**src/rtl/toggle_decoder_pkg.sv**
```systemverilog
// Shared types and default parameters for the toggle-encoded event decoder.
package toggle_decoder_pkg;
    localparam int SYNC_STAGES_DEF = 2;
    localparam int CNT_W_DEF       = 8;
    localparam int PEND_MAX_DEF    = 7;
    localparam int PEND_W          = 3;

    typedef enum logic {
        WARMUP = 1'b0,
        RUN    = 1'b1
    } state_e;
endpackage

```
**src/rtl/toggle_decoder_if.sv**
```systemverilog
// Consumer-side bus of the toggle decoder: toggle input, clear, event handshake and status.
interface toggle_decoder_if
    import toggle_decoder_pkg::*;
#(
    parameter int CNT_W = CNT_W_DEF
) ();
    logic              tog_in;
    logic              clr;
    logic              evt_ready;
    logic              pulse_out;
    logic              evt_valid;
    logic [CNT_W-1:0]  evt_cnt;
    logic [PEND_W-1:0] pend_cnt;
    logic              overflow;

    modport master (
        output tog_in, clr, evt_ready,
        input  pulse_out, evt_valid, evt_cnt, pend_cnt, overflow
    );

    modport slave (
        input  tog_in, clr, evt_ready,
        output pulse_out, evt_valid, evt_cnt, pend_cnt, overflow
    );
endinterface

```
**src/rtl/toggle_sync.sv**
```systemverilog
// Multi-flop level synchronizer for a signal arriving from a foreign clock domain.
module toggle_sync #(
    parameter int SYNC_STAGES = 2
) (
    input  logic clk,
    input  logic rst_n,
    input  logic d,
    output logic q
);
    logic [SYNC_STAGES-1:0] r_sync;

    always_ff @(posedge clk or negedge rst_n) begin
        if (!rst_n) r_sync <= '0;
        else        r_sync <= {r_sync[SYNC_STAGES-2:0], d};
    end

    assign q = r_sync[SYNC_STAGES-1];
endmodule

```
**src/rtl/toggle_decoder.sv**
```systemverilog
// Decodes level changes of a synchronized toggle into pulses, a running event
// count and a small pending-event counter drained by a ready handshake.
module toggle_decoder
    import toggle_decoder_pkg::*;
#(
    parameter int SYNC_STAGES = SYNC_STAGES_DEF,
    parameter int CNT_W       = CNT_W_DEF,
    parameter int PEND_MAX    = PEND_MAX_DEF
) (
    input  logic             clk,
    input  logic             rst_n,
    toggle_decoder_if.slave  bus
);
    localparam logic [PEND_W-1:0] W_PMAX = PEND_W'(PEND_MAX);
    localparam logic [2:0]        W_WEND = 3'(SYNC_STAGES);

    logic              w_sync;
    logic              r_prev;
    logic              r_edge;
    logic              r_pulse;
    state_e            r_state, w_state_nxt;
    logic [2:0]        r_wcnt, w_wcnt_nxt;
    logic              w_edge_en;
    logic [CNT_W-1:0]  r_cnt, w_cnt_nxt;
    logic [PEND_W-1:0] r_pend, w_pend_nxt;
    logic              r_ovf, w_ovf_nxt;
    logic              w_pop, w_full, w_ovf_set;

    toggle_sync #(.SYNC_STAGES(SYNC_STAGES)) u_sync (
        .clk   (clk),
        .rst_n (rst_n),
        .d     (bus.tog_in),
        .q     (w_sync)
    );

    // Warmup lets prev settle onto the synchronized level so the reset-time
    // level of tog_in is never mistaken for an event.
    always_ff @(posedge clk or negedge rst_n) begin
        if (!rst_n) begin
            r_state <= WARMUP;
            r_wcnt  <= '0;
        end else begin
            r_state <= w_state_nxt;
            r_wcnt  <= w_wcnt_nxt;
        end
    end

    always_comb begin
        w_state_nxt = r_state;
        w_wcnt_nxt  = r_wcnt;
        w_edge_en   = 1'b0;
        case (r_state)
            WARMUP: begin
                if (r_wcnt == W_WEND) w_state_nxt = RUN;
                else                  w_wcnt_nxt  = r_wcnt + 3'd1;
            end
            RUN:     w_edge_en   = 1'b1;
            default: w_state_nxt = WARMUP;
        endcase
    end

    // The edge is registered once before it acts, so pulse and counters all
    // move together SYNC_STAGES+1 cycles after tog_in is sampled.
    always_ff @(posedge clk or negedge rst_n) begin
        if (!rst_n) begin
            r_prev  <= 1'b0;
            r_edge  <= 1'b0;
            r_pulse <= 1'b0;
        end else begin
            r_prev  <= w_sync;
            r_edge  <= w_edge_en & (w_sync ^ r_prev);
            r_pulse <= r_edge;
        end
    end

    assign w_pop     = (r_pend != '0) && bus.evt_ready;
    assign w_full    = (r_pend == W_PMAX);
    assign w_ovf_set = r_edge && !w_pop && w_full;

    always_comb begin
        w_pend_nxt = r_pend;
        case ({r_edge, w_pop})
            2'b10:   if (!w_full) w_pend_nxt = r_pend + PEND_W'(1);
            2'b01:   w_pend_nxt = r_pend - PEND_W'(1);
            default: w_pend_nxt = r_pend;
        endcase
    end

    // Dropped events still count; clr and a coincident edge yield a count of 1.
    assign w_cnt_nxt = bus.clr ? CNT_W'(r_edge) : (r_cnt + CNT_W'(r_edge));
    assign w_ovf_nxt = (bus.clr ? 1'b0 : r_ovf) | w_ovf_set;

    always_ff @(posedge clk or negedge rst_n) begin
        if (!rst_n) begin
            r_cnt  <= '0;
            r_pend <= '0;
            r_ovf  <= 1'b0;
        end else begin
            r_cnt  <= w_cnt_nxt;
            r_pend <= w_pend_nxt;
            r_ovf  <= w_ovf_nxt;
        end
    end

    assign bus.pulse_out = r_pulse;
    assign bus.evt_valid = (r_pend != '0);
    assign bus.evt_cnt   = r_cnt;
    assign bus.pend_cnt  = r_pend;
    assign bus.overflow  = r_ovf;
endmodule

```
**src/flat_wrapper.sv**
```systemverilog
// flat-port wrapper written by rule: the top's interface ports become plain ports
module toggle_decoder_flat import toggle_decoder_pkg::*;
#(
    parameter int SYNC_STAGES = SYNC_STAGES_DEF,
    parameter int CNT_W       = CNT_W_DEF,
    parameter int PEND_MAX    = PEND_MAX_DEF
)
  (clk, rst_n, bus_tog_in, bus_clr, bus_evt_ready, bus_pulse_out, bus_evt_valid, bus_evt_cnt, bus_pend_cnt, bus_overflow);
  toggle_decoder_if #(.CNT_W(CNT_W)) bus_i ();
  input  logic clk;
  input  logic rst_n;
  input wire logic [$bits(bus_i.tog_in)-1:0] bus_tog_in;
  input wire logic [$bits(bus_i.clr)-1:0] bus_clr;
  input wire logic [$bits(bus_i.evt_ready)-1:0] bus_evt_ready;
  output wire logic [$bits(bus_i.pulse_out)-1:0] bus_pulse_out;
  output wire logic [$bits(bus_i.evt_valid)-1:0] bus_evt_valid;
  output wire logic [$bits(bus_i.evt_cnt)-1:0] bus_evt_cnt;
  output wire logic [$bits(bus_i.pend_cnt)-1:0] bus_pend_cnt;
  output wire logic [$bits(bus_i.overflow)-1:0] bus_overflow;
  assign bus_i.tog_in = bus_tog_in;
  assign bus_i.clr = bus_clr;
  assign bus_i.evt_ready = bus_evt_ready;
  assign bus_pulse_out = bus_i.pulse_out;
  assign bus_evt_valid = bus_i.evt_valid;
  assign bus_evt_cnt = bus_i.evt_cnt;
  assign bus_pend_cnt = bus_i.pend_cnt;
  assign bus_overflow = bus_i.overflow;
  toggle_decoder #(.SYNC_STAGES(SYNC_STAGES), .CNT_W(CNT_W), .PEND_MAX(PEND_MAX)) u_core (.clk(clk), .rst_n(rst_n), .bus(bus_i));
endmodule
```
**config.mk**
```make
export PLATFORM = sky130hd
export DESIGN_NAME = toggle_decoder_flat
export DESIGN_NICKNAME = d
export VERILOG_FILES = /design/src/rtl/toggle_decoder_pkg.sv /design/src/rtl/toggle_decoder_if.sv /design/src/rtl/toggle_sync.sv /design/src/rtl/toggle_decoder.sv /design/src/flat_wrapper.sv
export SDC_FILE = /design/constraint.sdc
export NUM_CORES = 1
export LEC_CHECK = 0
export BUFFER_PORTS_ARGS = -buffer_cell sky130_fd_sc_hd__buf_4
export CAP_MARGIN = 10
export CORE_UTILIZATION = 30
export DETAILED_ROUTE_END_ITERATION = 7
export PLACE_DENSITY_LB_ADDON = 0.08
export SETUP_SLACK_MARGIN = 0.4
export SYNTH_ARGS = -nofsm -noshare
export SYNTH_HDL_FRONTEND = slang
export SYNTH_SLANG_ARGS = --single-unit
```
**constraint.sdc**
```tcl
create_clock -name clk -period 5 [get_ports clk]
set_input_delay 0.25 -clock clk [delete_from_list [all_inputs] [get_ports clk]]
set_output_delay 0.25 -clock clk [all_outputs]
set_load 0.1 [all_outputs]
```
-- Word-level counts from Yosys, hierarchy flattened
Index checks and enable logic that the tools add are counted.
Widths: inputs -> output; s select.
- logic and storage cells: 38
- register bits: 21
- output and inout bits: 14
- input bits: 5
- eq/ne operators: 5
- muxes and demuxes: 7
- $add $sub $neg: 4
- reduce and logical (&&, ||, !) cells: 8
- bitwise operators: 5
- operators with widths (operator ; number):
    $add 8x1->8 ; 1
    $mux 8 ; 1
    $add 3x1->3 const B ; 2
    $pmux 3 s2 ; 1
    $mux 1 ; 4
    $reduce_and 2->1 ; 2
    $eq 3x2->1 const B ; 1
    $eq 3x3->1 const B ; 1
    $logic_and 1x1->1 ; 3
    $mux 3 ; 1
    $reduce_bool 3->1 ; 1
    $sub 3x1->3 const B ; 1
    $eq 2x1->1 const B ; 1
    $eq 2x2->1 const B ; 1
    $ne 2x2->1 const B ; 1
    $not 1->1 ; 2
    $reduce_bool 2->1 ; 1
    $and 1x1->1 ; 1
    $logic_not 1->1 ; 1
    $or 1x1->1 ; 1
    $xor 1x1->1 ; 1

-- Logic depth before layout (Yosys ltp)
Gate-level depths: netlist of the first run.
- depth after elaboration: 6
- mapped depth: 7
- depth with buffers taken out: 6

-- Cells and area by module
From an unflattened synthesis of the first run, not the netlist that was laid out.
- cell total of the unflattened synthesis: 101
- area, all modules: 1084.8 sq um
- modules (own cells, without submodules) (module ; cells each ; seq. area each (sq um) ; area each (sq um) ; times used):
    toggle_decoder ; 99 ; 475.5 ; 1034.7 ; 1
    toggle_sync ; 2 ; 50.0 ; 50.0 ; 1

-- Worst setup path after synthesis of the first run
Ideal clock, no wire load.
- path kind: register to register
- start: register u_core.r_pend[2] (netlist: u_core.bus.pend_cnt[2])
- end: register u_core.r_pend[1] (netlist: u_core.bus.pend_cnt[1])
- data required time: 4.868 ns
- clock period less this slack: 3.231 ns
- arrival time: 3.099 ns
- setup slack: 1.769 ns
- library setup time: 0.132 ns
- stages on the path, launching flop included: 8
- path buffers: 1
- path through: dfrtp_1 clkbuf_1 or3_1 nand3_1 fa_1 a21boi_0 o32a_1 o211ai_1
- longest elaborated chain between the ends: 5
- elaborated cells between the ends (all ways): 9
- those cells by class: eq/ne (4); mux (1); reduce/logical (4)
- RTL lines (item ; line ; text):
    from (decl) ; toggle_decoder.sv:25 ; logic [PEND_W-1:0] r_pend, w_pend_nxt;
    from (signal assigned) ; toggle_decoder.sv:100 ; r_pend <= w_pend_nxt;
    $reduce_bool 3->1 * ; -- ;
    named net bus_evt_valid ; flat_wrapper.sv:16 ; output wire logic [$bits(bus_i.evt_valid)-1:0] bus_evt_valid;
    $logic_and 1x1->1 * ; toggle_decoder.sv:76 ; assign w_pop = (r_pend != '0) && bus.evt_ready;
    $eq 2x2->1 / $eq 2x1->1 (equally long branches) ; toggle_decoder.sv:82 ; case ({r_edge, w_pop})
    $ne 2x2->1 (no line) / $reduce_bool 2->1 (equally long branches) ; -- ;
    $reduce_and 2->1 (no line) ; -- ;
Mark *: on every way through the listed nets, which the timed path passes. The rest lies on a longest branch.
A chain may end at the register's enable or synchronous reset.

-- Final worst setup path of the first run
- start: register u_core.r_pend[2] (netlist: u_core.bus.pend_cnt[2])
- end: register u_core.r_pend[1] (netlist: u_core.bus.pend_cnt[1])
- longest elaborated chain between the ends: 5
- elaborated cells between the ends (all ways): 9
- those cells by class: eq/ne (4); mux (1); reduce/logical (4)
- RTL lines (item ; line):
    $reduce_bool 3->1 ; toggle_decoder.sv:76
    $logic_and 1x1->1 ; toggle_decoder.sv:76
    $eq 2x2->1 / $eq 2x1->1 (equally long branches) ; toggle_decoder.sv:82
    $ne 2x2->1 (no line) / $reduce_bool 2->1 (equally long branches) ; --
    $reduce_and 2->1 (no line) ; --
Several ways; a longest one is shown, not always the timed one.

==> results of run 1 <==
## how the worst max path moves through the flow
stage | start | to | cells after the start
2_1_floorplan | u_core.bus.pend_cnt[2] | u_core.bus.pend_cnt[1] | 7
3_3_place_gp | u_core.bus.pend_cnt[2] | u_core.bus.pend_cnt[1] | 5
3_5_place_dp | u_core.bus.pend_cnt[2] | u_core.bus.pend_cnt[1] | 5
4_1_cts | u_core.bus.pend_cnt[2] | u_core.bus.pend_cnt[1] | 5
5_1_grt | u_core.r_edge | u_core.bus.pend_cnt[1] | 6
6_report | u_core.bus.pend_cnt[2] | u_core.bus.pend_cnt[1] | 5
## per-layer routing
metal | part of all wire | up-vias | global-route usage
met5 | 0 | - | 0
met4 | 0.0091 | 0 | 0.0682
met3 | 0.028 | 2 | 0.0210
met2 | 0.45 | 10 | 0.174
met1 | 0.51 | 381 | 0.152
li1 | - | 386 | -
## cells in the mapped netlist, drive strengths merged
library cell	n
xnor2	3
a211oi	1
fa	1
o21ai	8
and3b	1
a21oi	4
or3	4
nand2b	1
o211ai	3
a21boi	1
dfrtp	21
ha	4
nand2	4
o22ai	1
nor3b	2
nor3	2
nand4	1
buf	4
nor4b	1
o21a	3
o22a	1
nand3	5
nor4bb	1
o311a	1
inv	9
and2	1
nor2	3
and3	1
nor2b	1
clkbuf	2
o32a	1
mux2i	1
mux2	1
xor2	3
## cell type report
class,count,share of cell area
tap,46,0.0459
clock inverter,1,0.00399
timing repair buffer,19,0.116
inverter,9,0.0269
multi-input combinational,65,0.370
sequential,21,0.419
clock buffer,3,0.0180
## sequential cells by signal (all words and copies together), names as in the netlist, 2 cells and up
register and count:
u_core.bus.pend_cnt 3, u_core.u_sync.r_sync 2, u_core.r_wcnt 3, u_core.bus.evt_cnt 8
## per-stage QoR
step | instance area (um^2) | instances | hold WS, ns
2_1_floorplan | 1050 | 101 | -0.0456
3_3_place_gp | 1220 | 159 | 0.153
3_5_place_dp | 1220 | 159 | 0.155
4_1_cts | 1250 | 164 | 0.0154
5_1_grt | 1250 | 164 | 0.0163
6_report | 1250 | 164 | 0.0475
## kinds of logic (layout without fill, tap and decap cells)
| family | after synthesis | after routing | share of synthesized area |
|---|---|---|---|
| AOI/OAI and AO/OA | 24 | 24 | 0.148 |
| buffers and inverters | 15 | 32 | 0.0583 |
| DFF | 21 | 21 | 0.500 |
| adders and majority gates | 5 | 5 | 0.0667 |
| and+or+nand+nor | 28 | 28 | 0.157 |
| xor gates and xnor gates | 6 | 6 | 0.0500 |
| muxes | 2 | 2 | 0.0202 |
## power breakdown
| group | internal, W | switching, W | leakage, nW |
|---|---|---|---|
| Clock | 0.0000298 | 0.0000507 | 0.0177 |
| Combinational | 0.0000907 | 0.000226 | 0.259 |
| Sequential | 0.000191 | 0.0000402 | 0.260 |
## repair_timing
action / 4_1_cts / 5_1_grt
endpoints found under the hold margin: 21 / 0
hold buffers: 1 / 0
buffers inserted: 0 / 0
## cell usage in the layout, fill, tap and decap left out, types with 2 or more instances in the layout
cell type  Yosys  layout
a21oi_1        4       4
xnor2_1        3       3
ha_1           4       4
inv_1          9       9
dfrtp_1       21      21
xor2_1         3       3
buf_4          0      18
nor3_1         2       2
or3_1          4       4
o211ai_1       3       3
nand2_1        4       4
nand3_1        4       4
o21ai_0        8       8
nor3b_1        2       2
clkbuf_4       0       3
nor2_1         3       3
o21a_1         3       3
## critical path: stages (launching register included)
cell      delay (ns)
dfrtp_1         0.50
or3_1           0.43
nand3_1         0.11
fa_1            0.46
o32a_1          0.35
o211ai_1        0.08
==> impl_metrics.env, run 1 <==
export IMPL_syn_area_per_cell_um2=10.4
export IMPL_synthesized_area_um2=1050
export IMPL_floorplan_die_area_um2=3740
export IMPL_cp_required_ns=5.23
export IMPL_netlist_cell_type_count=35
export IMPL_tritoncts="yes"
export IMPL_die_height_um=61.2
export IMPL_grt_antenna_before_repair=0
export IMPL_numClockSinks=21
export IMPL_launching_point_of_the_worst_reg2reg_path="u_core.bus.pend_cnt[2]"
export IMPL_global_route_usage_total=0.115
export IMPL_worst_hold_end="u_core.u_sync.r_sync[0]"
export IMPL_root_buffer="clkbuf_4"
export IMPL_grt_pass1_wl_um=3080
export IMPL_reg2reg_to="u_core.bus.pend_cnt[1]"
export IMPL_final_setup_viol_count=0
export IMPL_utilization_of_the_core_after_routing=0.376
export IMPL_criticalPathCategory="flip-flop to flip-flop"
export IMPL_grt_setup_unrepaired="false"
export IMPL_critical_path_endpoint_type="flip-flop"
export IMPL_number_of_nets_produced_by_synthesis=111
export IMPL_design_core_area_um2=3340
export IMPL_grt_pass1_vias=671
export IMPL_worstSetupStartpointType="flip-flop"
export IMPL_min_period_ns=2.00
export IMPL_worst_setup_hold_path_clk_slew_ns=0.12
export IMPL_hold_violations=0
export IMPL_mapped_cells=101
export IMPL_cts_inserted_buffers=3
export IMPL_layout_area_overhead_vs_synth_pct=19.3
export IMPL_timing_reg2reg_setup_slack_ns=3.00
export IMPL_port_buffer_count=18
export IMPL_tightest_slew_ns=0.450
export IMPL_initial_core_util=0.315
export IMPL_fraction_of_the_yosys_area_taken_by_sequential_cells=0.500
export IMPL_worst_hold_startpoint="bus_tog_in"
export IMPL_ff_latch_area_um2=526
export IMPL_grt_start_max_net_pins=22
export IMPL_fin_crit_sh=0.400
export IMPL_dp_final_hpwl_um=1260
export IMPL_peakVddDrop_v=0.000168
export IMPL_via_per_instance_ratio=4.75
export IMPL_ys_top_cells_by_area="dfrtp_1 50%, ha_1 4.8%, o21ai_0 3.8%"
export IMPL_worst_hold_path_num_cells=1
export IMPL_postRouteAntennaNets=0
export IMPL_diodes=0
export IMPL_net_count_final=129
export IMPL_type_of_the_worst_min_delay_path="primary input to flip-flop"
export IMPL_num_vias=779
export IMPL_reg2reg_depth=5
export IMPL_synth_seq_cells=21
export IMPL_pwr_density_cell_nw_per_um2=501
export IMPL_ys_warn_count=0
export IMPL_placementRows=21
export IMPL_filler_cell_count=330
export IMPL_timing_critical_path_arrival_ns=2.23
export IMPL_worst_slew_margin_rel=0.700
export IMPL_setup_slack_ns=3.00
export IMPL_routed_wirelength_um=1880
export IMPL_htreeDepth=1
export IMPL_cts_buffer_depth=2
export IMPL_power_static_leakage_nw=0.536
export IMPL_drt_pass1_iterations=4
export IMPL_worst_clock_skew_ns=0.00328
export IMPL_die_w_um=61.2
export IMPL_cts_repair_resize_count=0
export IMPL_share_of_the_synthesized_area_in_the_top_cell_type=0.500
export IMPL_clkLatencyLatePin_ns=0.30
export IMPL_share_of_cells_above_drive_strength_1=0.203
export IMPL_critical_path_max_fanout=11
export IMPL_clock_fmax_ghz=0.500
export IMPL_multiInputGateArea_um2=464
export IMPL_finalMaxSlewViolations=0
export IMPL_synth_top_cell_by_area="dfrtp_1"
export IMPL_finalSetupTns_ns=0
export IMPL_ioPinCount=19
export IMPL_gr_total_overflow=0
export IMPL_dpl_worst_slack_ns=3.03
export IMPL_total_power_w=0.000628
export IMPL_gp_congestion=0.682
export IMPL_detail_route_iter0_violations=31
export IMPL_cap_viol_max_count=0
export IMPL_run_status="complete, no violations"
export IMPL_detail_route_drc_violations=0
export IMPL_routed_wire_length_per_instance_um=11.4
Power figures use the tool's default switching activity.
==> run 2, diff against run 1 <==
==> constraint.sdc (replaced) <==
create_clock -name clk -period 1.9 [get_ports clk]
set_input_delay 0.095 -clock clk [delete_from_list [all_inputs] [get_ports clk]]
set_output_delay 0.095 -clock clk [all_outputs]
set_load 0.1 [all_outputs]
==> run 2 against run 1 <==
Against the previous run: the run now ends with setup timing left; utilization is 5.4 points higher; final area is 14% higher; worst hold slack better by 0.14 ns; first-iteration DRC count is 55% lower; critical path type unchanged; sequential share of layout area is 3.7 points lower; critical path depth is 1 higher; largest cell class unchanged; largest power group unchanged; die area stayed put; global-route usage is 1.0 points higher; clock power grew to 2.8 times the previous value; worst setup slack worse by 3.0 ns.
==> impl_metrics.env, run 2 (synthesis results as in run 1) <==
export IMPL_htreeDepth=1
export IMPL_critical_path_max_fanout=4
export IMPL_criticalPathCategory="flip-flop to flip-flop"
export IMPL_fin_crit_sh=1.00
export IMPL_floorplan_die_area_um2=3740
export IMPL_design_core_area_um2=3340
export IMPL_run_status="finished, violations left"
export IMPL_initial_core_util=0.315
export IMPL_gp_congestion=0.730
export IMPL_cap_viol_max_count=0
export IMPL_min_period_ns=1.91
export IMPL_via_per_instance_ratio=4.74
export IMPL_clkLatencyLatePin_ns=0.31
export IMPL_detail_route_iter0_violations=14
export IMPL_finalSetupTns_ns=-0.00522
export IMPL_detail_route_drc_violations=0
export IMPL_numClockSinks=21
export IMPL_drt_pass1_iterations=3
export IMPL_dp_cells=163
export IMPL_violations_in_the_final_reports="setup timing"
export IMPL_num_vias=824
export IMPL_critical_path_endpoint_type="flip-flop"
export IMPL_worst_slew_margin_rel=0.786
export IMPL_layout_cells_most_common="buf_4"
export IMPL_hold_ws_ns=0.188
export IMPL_timing_critical_path_arrival_ns=2.13
export IMPL_die_w_um=61.2
export IMPL_cp_required_ns=2.13
export IMPL_largest_register_ff_count=8
export IMPL_setup_slack_ns=-0.00522
export IMPL_root_buffer="clkbuf_4"
export IMPL_grt_start_max_net_pins=22
export IMPL_reg2reg_depth=6
export IMPL_power_static_leakage_nw=0.583
export IMPL_ioPinCount=19
export IMPL_ff_latch_area_um2=548
export IMPL_worst_clock_skew_ns=0.00938
export IMPL_port_buffer_count=18
export IMPL_clock_fmax_ghz=0.525
export IMPL_grt_antenna_before_repair=0
export IMPL_multiInputGateArea_um2=513
export IMPL_routed_wire_length_per_instance_um=12.1
export IMPL_reg2reg_to="u_core.bus.pend_cnt[1]"
export IMPL_cts_inserted_buffers=3
export IMPL_grt_setup_unrepaired="true"
export IMPL_die_height_um=61.2
export IMPL_diodes=0
export IMPL_net_count_final=139
export IMPL_grt_pass1_vias=739
export IMPL_most_common_layout_cells="22 x buf_4, 11 x dfrtp_1, 7 x inv_1, 6 x o21ai_0, 6 x dfrtp_2"
export IMPL_filler_cell_count=342
export IMPL_launching_point_of_the_worst_reg2reg_path="u_core.bus.pend_cnt[2]"
export IMPL_hold_violations=0
export IMPL_timing_reg2reg_setup_slack_ns=-0.005
export IMPL_grt_pass1_wl_um=3420
export IMPL_layout_area_overhead_vs_synth_pct=36.3
export IMPL_routed_wirelength_um=2100
export IMPL_worst_setup_hold_path_clk_slew_ns=0.13
export IMPL_dp_final_hpwl_um=1440
export IMPL_postRouteAntennaNets=0
export IMPL_gr_total_overflow=0
export IMPL_pwr_density_cell_nw_per_um2=1350
export IMPL_tightest_slew_ns=0.321
export IMPL_type_of_the_worst_min_delay_path="primary input to async pin"
export IMPL_global_route_usage_total=0.125
export IMPL_placementRows=21
export IMPL_peakVddDrop_v=0.000418
export IMPL_tritoncts="yes"
export IMPL_worstSetupStartpointType="flip-flop"
export IMPL_final_setup_viol_count=1
export IMPL_cts_buffer_depth=2
export IMPL_cell_count_final_fillers_out=174
export IMPL_finalMaxSlewViolations=0
export IMPL_share_of_cells_above_drive_strength_1=0.398
## run 2: through the flow
stage | total power [W] | instance area (um^2) | setup slack [ns] | utilization
after floorplan | 0.00141 | 1130 | -0.449 | -
after global placement | 0.00156 | 1300 | 0.0659 | 0.391
after detailed placement | 0.00157 | 1300 | 0.0313 | 0.391
after CTS | 0.00184 | 1380 | 0.00270 | 0.414
after global routing | 0.00204 | 1430 | -0.0851 | 0.429
final | 0.00193 | 1430 | -0.00522 | 0.429
## run 2: worst max path at each step
stage,start,to,slack (ns),depth (start not counted)
after floorplan,u_core.bus.pend_cnt[2],u_core.bus.pend_cnt[2],-0.45,6
after global placement,u_core.bus.pend_cnt[1],u_core.bus.pend_cnt[1],0.07,6
after detailed placement,u_core.bus.pend_cnt[1],u_core.bus.pend_cnt[1],0.03,6
after CTS,u_core.bus.pend_cnt[1],u_core.bus.pend_cnt[1],0.003,6
after global routing,u_core.bus.pend_cnt[2],u_core.bus.pend_cnt[1],-0.09,6
final,u_core.bus.pend_cnt[2],u_core.bus.pend_cnt[1],-0.005,6
## run 2: critical path: stages (launching register included)
cell,delay (ns)
dfrtp_4,0.49
or3_4,0.40
nand3_2,0.07
fa_2,0.46
a21boi_1,0.15
o32a_1,0.17
o211ai_1,0.08
## run 2: report_power, final
group	total [W]	leakage, nW	switching (W)	internal (W)
Sequential	0.000575	0.247	0.0000454	0.000530
Combinational	0.00112	0.318	0.000726	0.000399
Clock	0.000229	0.0177	0.000150	0.0000786
## run 2: cell type report
cell class | instances | share of cell area
multi-input cells | 65 | 0.358
clock inverters | 1 | 0.00349
inverters | 9 | 0.0236
repair buffers | 29 | 0.176
well taps | 46 | 0.0402
clock buffers | 3 | 0.0157
flip-flops and latches | 21 | 0.383
## run 2: what timing repair did
action,4_1_cts,5_1_grt
pin swaps,0,4
setup buffers,1,3
hold buffers,3,0
resized for setup,3,11
hold endpoints to repair,28,0
endpoints found under the setup margin,3,5
## run 2: metal layers
metal | track usage | up-vias | routed length [um]
li1 | - | 405 | -
met1 | 0.168 | 408 | 989
met2 | 0.197 | 9 | 1040
met3 | 0.0189 | 2 | 49
met4 | 0.0584 | 0 | 15
met5 | 0 | - | 0
